**src/rtl/wb_pkg.sv**
```systemverilog
// Shared definitions for the MIPS write-back stage and its register file.
package wb_pkg;
  localparam int DEF_DATA_W = 32;
  localparam int DEF_NREG   = 32;
  localparam int DEF_ADDR_W = 5;

  localparam int WB_REGWRITE = 1;
  localparam int WB_MEMTOREG = 0;

  localparam logic [DEF_ADDR_W-1:0] REG_ZERO = 5'd0;

  typedef struct packed {
    logic regwrite;
    logic memtoreg;
  } wb_ctrl_t;
endpackage

```
**src/rtl/regfile_2r1w.sv**
```systemverilog
// Register array with two write-through read ports, one write port and a raw debug port.
module regfile_2r1w
  import wb_pkg::*;
#(
  parameter int DATA_W = DEF_DATA_W,
  parameter int NREG   = DEF_NREG,
  parameter int ADDR_W = DEF_ADDR_W
) (
  input  logic              clk,
  input  logic              rst_n,
  input  logic              we,
  input  logic [ADDR_W-1:0] waddr,
  input  logic [DATA_W-1:0] wdata,
  input  logic [ADDR_W-1:0] ra_addr,
  input  logic [ADDR_W-1:0] rb_addr,
  input  logic [ADDR_W-1:0] dbg_addr,
  output logic [DATA_W-1:0] ra_data,
  output logic [DATA_W-1:0] rb_data,
  output logic [DATA_W-1:0] dbg_data
);
  localparam logic [ADDR_W-1:0] ZERO = ADDR_W'(REG_ZERO);

  logic [NREG-1:0][DATA_W-1:0] regs;
  logic                        we_ok;

  assign we_ok = we && (waddr != ZERO);

  // Entry 0 is reset and never written, so it reads zero once out of reset.
  always_ff @(posedge clk or negedge rst_n) begin
    if (!rst_n) begin
      regs <= '0;
    end else if (we_ok) begin
      for (int i = 1; i < NREG; i++)
        if (waddr == ADDR_W'(i)) regs[i] <= wdata;
    end
  end

  function automatic logic [DATA_W-1:0] rd(input logic [ADDR_W-1:0] a);
    return (a == ZERO) ? '0 : regs[a];
  endfunction

  assign ra_data  = (we_ok && ra_addr == waddr) ? wdata : rd(ra_addr);
  assign rb_data  = (we_ok && rb_addr == waddr) ? wdata : rd(rb_addr);
  assign dbg_data = rd(dbg_addr);
endmodule

```
**src/rtl/wb_regfile.sv**
```systemverilog
// Write-back stage: selects load/ALU data, gates the write enable and counts commits.
module wb_regfile
  import wb_pkg::*;
#(
  parameter int DATA_W = DEF_DATA_W,
  parameter int NREG   = DEF_NREG,
  parameter int ADDR_W = DEF_ADDR_W
) (
  input  logic              clk,
  input  logic              rst_n,
  input  logic [1:0]        wb_ctrl,
  input  logic [DATA_W-1:0] read_data,
  input  logic [DATA_W-1:0] alu_result,
  input  logic [ADDR_W-1:0] write_reg,
  input  logic [ADDR_W-1:0] rs_addr,
  input  logic [ADDR_W-1:0] rt_addr,
  output logic [DATA_W-1:0] rs_data,
  output logic [DATA_W-1:0] rt_data,
  output logic [DATA_W-1:0] wb_data,
  output logic              wb_we,
  output logic [31:0]       wb_count,
  input  logic [ADDR_W-1:0] dbg_addr,
  output logic [DATA_W-1:0] dbg_data
);
  wb_ctrl_t    ctrl;
  logic [31:0] cnt_q;

  assign ctrl     = wb_ctrl_t'(wb_ctrl);
  assign wb_data  = ctrl.memtoreg ? read_data : alu_result;
  // rst_n in the enable keeps bypass and counting dead while reset is held.
  assign wb_we    = ctrl.regwrite && (write_reg != ADDR_W'(REG_ZERO)) && rst_n;
  assign wb_count = cnt_q;

  always_ff @(posedge clk or negedge rst_n) begin
    if (!rst_n)     cnt_q <= '0;
    else if (wb_we) cnt_q <= cnt_q + 32'd1;
  end

  regfile_2r1w #(.DATA_W(DATA_W), .NREG(NREG), .ADDR_W(ADDR_W)) u_rf (
    .clk      (clk),
    .rst_n    (rst_n),
    .we       (wb_we),
    .waddr    (write_reg),
    .wdata    (wb_data),
    .ra_addr  (rs_addr),
    .rb_addr  (rt_addr),
    .dbg_addr (dbg_addr),
    .ra_data  (rs_data),
    .rb_data  (rt_data),
    .dbg_data (dbg_data)
  );
endmodule

```
**config.mk**
```make
export PLATFORM = sky130hd
export DESIGN_NAME = wb_regfile
export DESIGN_NICKNAME = d
export VERILOG_FILES = /design/src/rtl/wb_pkg.sv /design/src/rtl/regfile_2r1w.sv /design/src/rtl/wb_regfile.sv
export SDC_FILE = /design/constraint.sdc
export NUM_CORES = 2
export LEC_CHECK = 0
export BUFFER_PORTS_ARGS = -buffer_cell sky130_fd_sc_hd__buf_2
export CAP_MARGIN = 15
export CORE_UTILIZATION = 50
export DETAILED_ROUTE_END_ITERATION = 16
export PLACE_DENSITY = 0.64
export SLEW_MARGIN = 20
export SYNTH_ARGS = -nofsm -noshare
export SYNTH_HDL_FRONTEND = slang
export SYNTH_HIERARCHICAL = 1
export SYNTH_SLANG_ARGS = --single-unit
export TNS_END_PERCENT = 20
```
**constraint.sdc**
```tcl
create_clock -name clk -period 4.1 [get_ports clk]
set_clock_uncertainty 0.15 [all_clocks]
set_input_delay 0.615 -clock clk [delete_from_list [all_inputs] [get_ports clk]]
set_output_delay 0.615 -clock clk [all_outputs]
set_load 0.02 [all_outputs]
```
# Word-level counts from Yosys, hierarchy flattened
# Cells that the tools add are included.
[classes]
div_mod_pow = 0
n_bitwise = 0
n_addsub = 1
n_reduce_logical = 40
magnitude_cmp = 3
shift = 0
n_eq_ne = 33
n_mux = 12
n_mul = 0
[ops]
columns = ["operator", "count"]
rows = [
  ["$bmux 32 s5", 3],
  ["$mux 32", 9],
  ["$eq 5x5->1 const B", 16],
  ["$reduce_and 2->1", 31],
  ["$eq 5x4->1 const B", 8],
  ["$add 32x1->32 const B", 1],
  ["$eq 5x3->1 const B", 4],
  ["$lt 5x6->1 const B", 3],
  ["$logic_not 5->1", 3],
  ["$eq 5x2->1 const B", 2],
  ["$eq 5x5->1", 2],
  ["$eq 5x1->1 const B", 1],
  ["$logic_and 1x1->1", 5],
  ["$reduce_bool 5->1", 1],
]
[word_totals]
regBits = 1024
mem_bits_ro = 0
mem_bits_rw = 0
memories = 0
word_cells = 121
latch_bits = 0

# Depth between registers and ports, before layout
[depth]
ltp_word = 6
ltp_mapped = 9

# By module
# Netlist, hierarchy kept.
[modules_own_cells]
columns = ["mod", "area_per_inst_um2", "cells_each", "instances", "seq_area_each_um2"]
rows = [
  ["regfile_2r1w", 61754.2, 4119, 1, 24823.8],
  ["wb_regfile", 1869.3, 163, 1, 800.8],
]

# Least setup slack after synthesis
# OpenSTA, ideal clock, no wires.
[synth_timing]
kind = "input -> output"
start = "input port write_reg[3]"
end = "output port rs_data[0]"
t_arrival_ns = 3.042
setup_slack_ns = 0.293
path_stages = 8
required_time_ns = 3.335
cell_sequence = "or4_1 -> nor2_4 -> nor2_1 -> o41ai_4 -> or3_1 -> clkbuf_1 -> clkbuf_1 -> a21oi_1"
[synth_between]
elab_chain_len = 6
word_cells_on_any_way = 7
cone_classes = "eq/ne: 1; mux: 1; reduce/logical: 5"
[synth_lines]
columns = ["item", "line_no", "rtl"]
rows = [
  ["start, declared", "wb_regfile.sv:14", "input logic [ADDR_W-1:0] write_reg,"],
  ["$reduce_bool 5->1", "wb_regfile.sv:31", "assign wb_we = ctrl.regwrite && (write_reg != ADDR_W'(REG_ZERO)) && rst_n;"],
  ["$logic_and 1x1->1 (2 in a row)", "wb_regfile.sv:31", ""],
  ["net wb_we", "wb_regfile.sv:20", "output logic wb_we,"],
  ["$logic_and 1x1->1", "regfile_2r1w.sv:26", "assign we_ok = we && (waddr != ZERO);"],
  ["$logic_and 1x1->1", "regfile_2r1w.sv:42", "assign ra_data = (we_ok && ra_addr == waddr) ? wdata : rd(ra_addr);"],
  ["$mux 32", "regfile_2r1w.sv:42", ""],
  ["end, declared", "wb_regfile.sv:17", "output logic [DATA_W-1:0] rs_data,"],
]
# The timed path passes the listed nets, and every way through them passes these cells.

# Final worst setup path
[layout_timing]
start = "input port rs_addr[2]"
end = "output port rs_data[0]"
[layout_between]
elab_chain_len = 4
word_cells_on_any_way = 7
cone_classes = "eq/ne: 1; mux: 4; reduce/logical: 2"
[layout_lines]
columns = ["item", "line_no", "rtl"]
rows = [
  ["start, declared", "wb_regfile.sv:15", "input logic [ADDR_W-1:0] rs_addr,"],
  ["$bmux 32 s5", "regfile_2r1w.sv:39", "return (a == ZERO) ? '0 : regs[a];"],
  ["$mux 32 (not written as such)", "regfile_2r1w.sv:39", ""],
  ["$mux 32", "regfile_2r1w.sv:39", ""],
  ["$mux 32 *", "regfile_2r1w.sv:42", ""],
]
# Mark *: on every way between the ends. The rest lies on a longest branch, timed or not. The select of a mux whose other input is x is not followed.

==> key figures <==
Yosys
  • Top cells by count, synth: mux2_2, dfrtp_1, mux4_2, clkbuf_1, buf_2
  • Largest family of logic cells by synthesized area: multiplexers
  • Compound-cell area share of the yosys netlist: 0.0397
  • Synth Cell Area: 63600 µm²
  • Synth Area in Simple Gates: 0.0258
  • Area contributors post-synth: dfrtp_1, mux4_2, mux2_2, mux2i_1, clkbuf_1
  • Mux share of post-synthesis cell area: 0.490
  • Post-synth top area share: 0.403
  • FF+latch count, synth: 1024
  • Yosys warnings: 70
  • Cell variety after synth: 58
  • Top-count cell post-synth: mux2_2
  • Avg Inst Size Synth: 14.9 µm²
  • Post-synth net total: 4371
  • Post-synth EDFFs: 0
  • Register area share after synthesis: 0.403
  • Async S/R FF share, synth: 1.00
  • Ys flop type: dfrtp_1
  • Synthesized netlist cell count: 4282
  • Synth Area in XOR/XNOR: 0.00564
  • Adder-Cell Fraction of Synth Area: 0.000197
  • Post-synth top area cell: dfrtp_1

Setup path
  • CP endpoint kind: output pin
  • Kind of critical path: in -> out
  • Worst path max stage delay: 0.62 ns
  • CP Cell Sequence: clkbuf_8, or2_2, buf_4, a221oi_1, a2111oi_0, a21oi_1, buf_4, a21oi_2, buf_2
  • Worst-path maximum fanout: 16
  • Required time of the worst setup path: 3.34 ns
  • Capturing point of the worst reg2reg path: wb_count[31]
  • WP buf/inv: 4
  • Slowest CP cell: a2111oi_0
  • CP startpoint kind: input pin
  • Arrival @ worst endpoint: 3.29 ns
  • R2R Path Start: wb_count[5]
  • Top delay family on crit path: compound AO/OA/AOI/OAI gates
  • Reg2Reg Setup Slack: 2.01 ns
  • CP dominant cell by count: buf_4
  • Reg2reg path depth: 5

Flow run
  • Max cap viols: 0

Floorplanning
  • Die ar.: 129000 µm²
  • Initial Util: 0.505
  • Core Area: 126000 µm²
  • Die X: 359 µm
  • Die Ht: 359 µm
  • Top-level I/O count: 249
  • FP Rows: 130

Placed design
  • Routability Congestion: 0.867
  • Dpl cells: 5995
  • Cell area after placement: 68400 µm²
  • Port bufs: 248
  • Place WS: -0.141 ns
  • Post-DP HPWL: 136000 µm

Pwr
  • Net Sw Frac: 0.291
  • Comb pwr share: 0.229
  • Power Internal: 21.9 mW
  • Maximum VDD drop: 365 µV
  • Total power: 30.8 mW
  • Net Sw Power: 8.98 mW
  • Flop pwr share: 0.419
  • Lkg Pwr: 31.5 nW
  • Clock power share: 0.352
  • Power Density: 426 nW/µm²

Run status
  • Outcome: finished clean

Hold path
  • Hold Crit Class: in -> reg
  • Hold Path Origin: wb_ctrl[1]
  • Hold path depth: 4
  • Hold Path Sink: wb_count[8]

Cells and area
  • Layout area overhead: 13.8%
  • Fin util: 0.575
  • Fin cells: 6208
  • Final net count: 4553
  • Layout cells sized above 1: 0.602
  • Fin area: 72400 µm²

Global route
  • Largest net degree at the start of global routing: 143
  • Initial antenna violation count: 3
  • Total GRT Usage: 0.347
  • Vias in the first global route: 44200
  • GR Overflow Total: 0
  • Global-route wire length before repair: 321000 µm

STA
  • Post-route setup slack: 0.0408 ns
  • Min Tclk post-route: 4.06 ns
  • Final Max Slew Viols: 0
  • Relative slew slack: 0.312
  • Part of the cycle the worst path needs: 0.990
  • Sum of negative setup slack: 0 ns
  • RSZ-0062 raised after global routing: no
  • Final hold vios: 0
  • Worst-Margin Slew: 1.01 ns
  • WHS: 0.317 ns
  • Final setup fails: 0
  • Fmax: 246 MHz

Routing
  • WL final: 221000 µm
  • Via count: 44500
  • Iteration-0 DRC Markers: 5043
  • Via/cell ratio: 7.17
  • Post-route antenna net violation count: 0
  • WL/cell: 35.7 µm
  • Iteration count of the initial detailed-routing pass: 8
  • DRC Markers: 0

CTS
  • Root Driver: clkbuf_16
  • Setup repair bufs after CTS: 0
  • CTS Sinks: 1024
  • Reg clk slew, reported paths: 0.06 ns
  • Num CTS Buffers: 115
  • H-tree levels: 3
  • Worst skew pair latency: 0.73 ns
  • CTS tree: done
  • Bufs on Longest Clock Path: 3
[layer usage]
layer | global-route usage | part of all wire
met5 | 0 | 0.000059
met4 | 0.127 | 0.038
met3 | 0.103 | 0.12
met2 | 0.502 | 0.44
met1 | 0.498 | 0.40
[flip-flops by register name, indices dropped and copies added, names as in the netlist]
register   flops
wb_count      32
u_rf/regs    992
[what timing repair did]
action / CTS / global route
setup endpoints to repair: 6 / 3
resized for setup: 7 / 3
hold buffers: 1 / 0
gates cloned: 0 / 0
hold endpoints to repair: 139 / 0
pin swaps: 0 / 0
[worst min-delay path, delay by kind of cell]
family	cells	cell delay [ns]
buf+inv	1	0.10
simple gates	2	0.39
xor+xnor	1	0.06
[power by group through the flow]
stage / Sequential [mW] / Clock [mW] / Combinational (mW)
floorplan: 12.6 / 0 / 5.02
global route: 13.1 / 11.4 / 7.45
detailed placement: 13.0 / 0 / 6.98
CTS: 12.8 / 11.0 / 7.02
global placement: 12.9 / 0 / 6.89
finish: 12.9 / 10.8 / 7.07
[area by class of cell]
class	instances	area [µm²]
multi-input cells	2753	36000
clock inverters	39	472
well taps	1650	2060
repair buffers	556	4700
diodes	1	2.50
flip-flops and latches	1024	25600
fillers	10100	53500
clock buffers	171	3450
inverters	14	52.6
[logic make-up (layout without fill, tap and decap cells)]
logic type	count (synthesis)	in the layout
muxes	2047	2047
DFF	1024	1024
buffers and inverters	505	780
AOI/OAI and AO/OA	335	335
and+or+nand+nor	329	329
xor gates and xnor gates	41	41
adders and majority gates	1	1
other	0	1
[worst max path at each step]
| stage | slack [ns] | cells past startpoint | endpoint | start |
|---|---|---|---|---|
| floorplan | 0.29 | 8 | rs_data[0] | write_reg[3] |
| global placement | -0.17 | 10 | rs_data[9] | write_reg[0] |
| detailed placement | -0.14 | 10 | rs_data[9] | write_reg[0] |
| CTS | 0.10 | 9 | rt_data[30] | rt_addr[0] |
| global route | 0.01 | 10 | rs_data[3] | rs_addr[2] |
| finish | 0.04 | 9 | rs_data[0] | rs_addr[2] |
[placed cells by master (no fill, tap or decap), types with 44 or more instances in the layout]
cell type	count
a211oi_1	44
a21oi_1	47
a221oi_1	70
buf_12	81
buf_2	234
buf_4	227
clkbuf_16	117
dfrtp_1	1024
mux2_2	1203
mux2i_1	107
mux4_2	733
nand2_1	71
nor2_1	81
(Power assumes the default switching activity.)
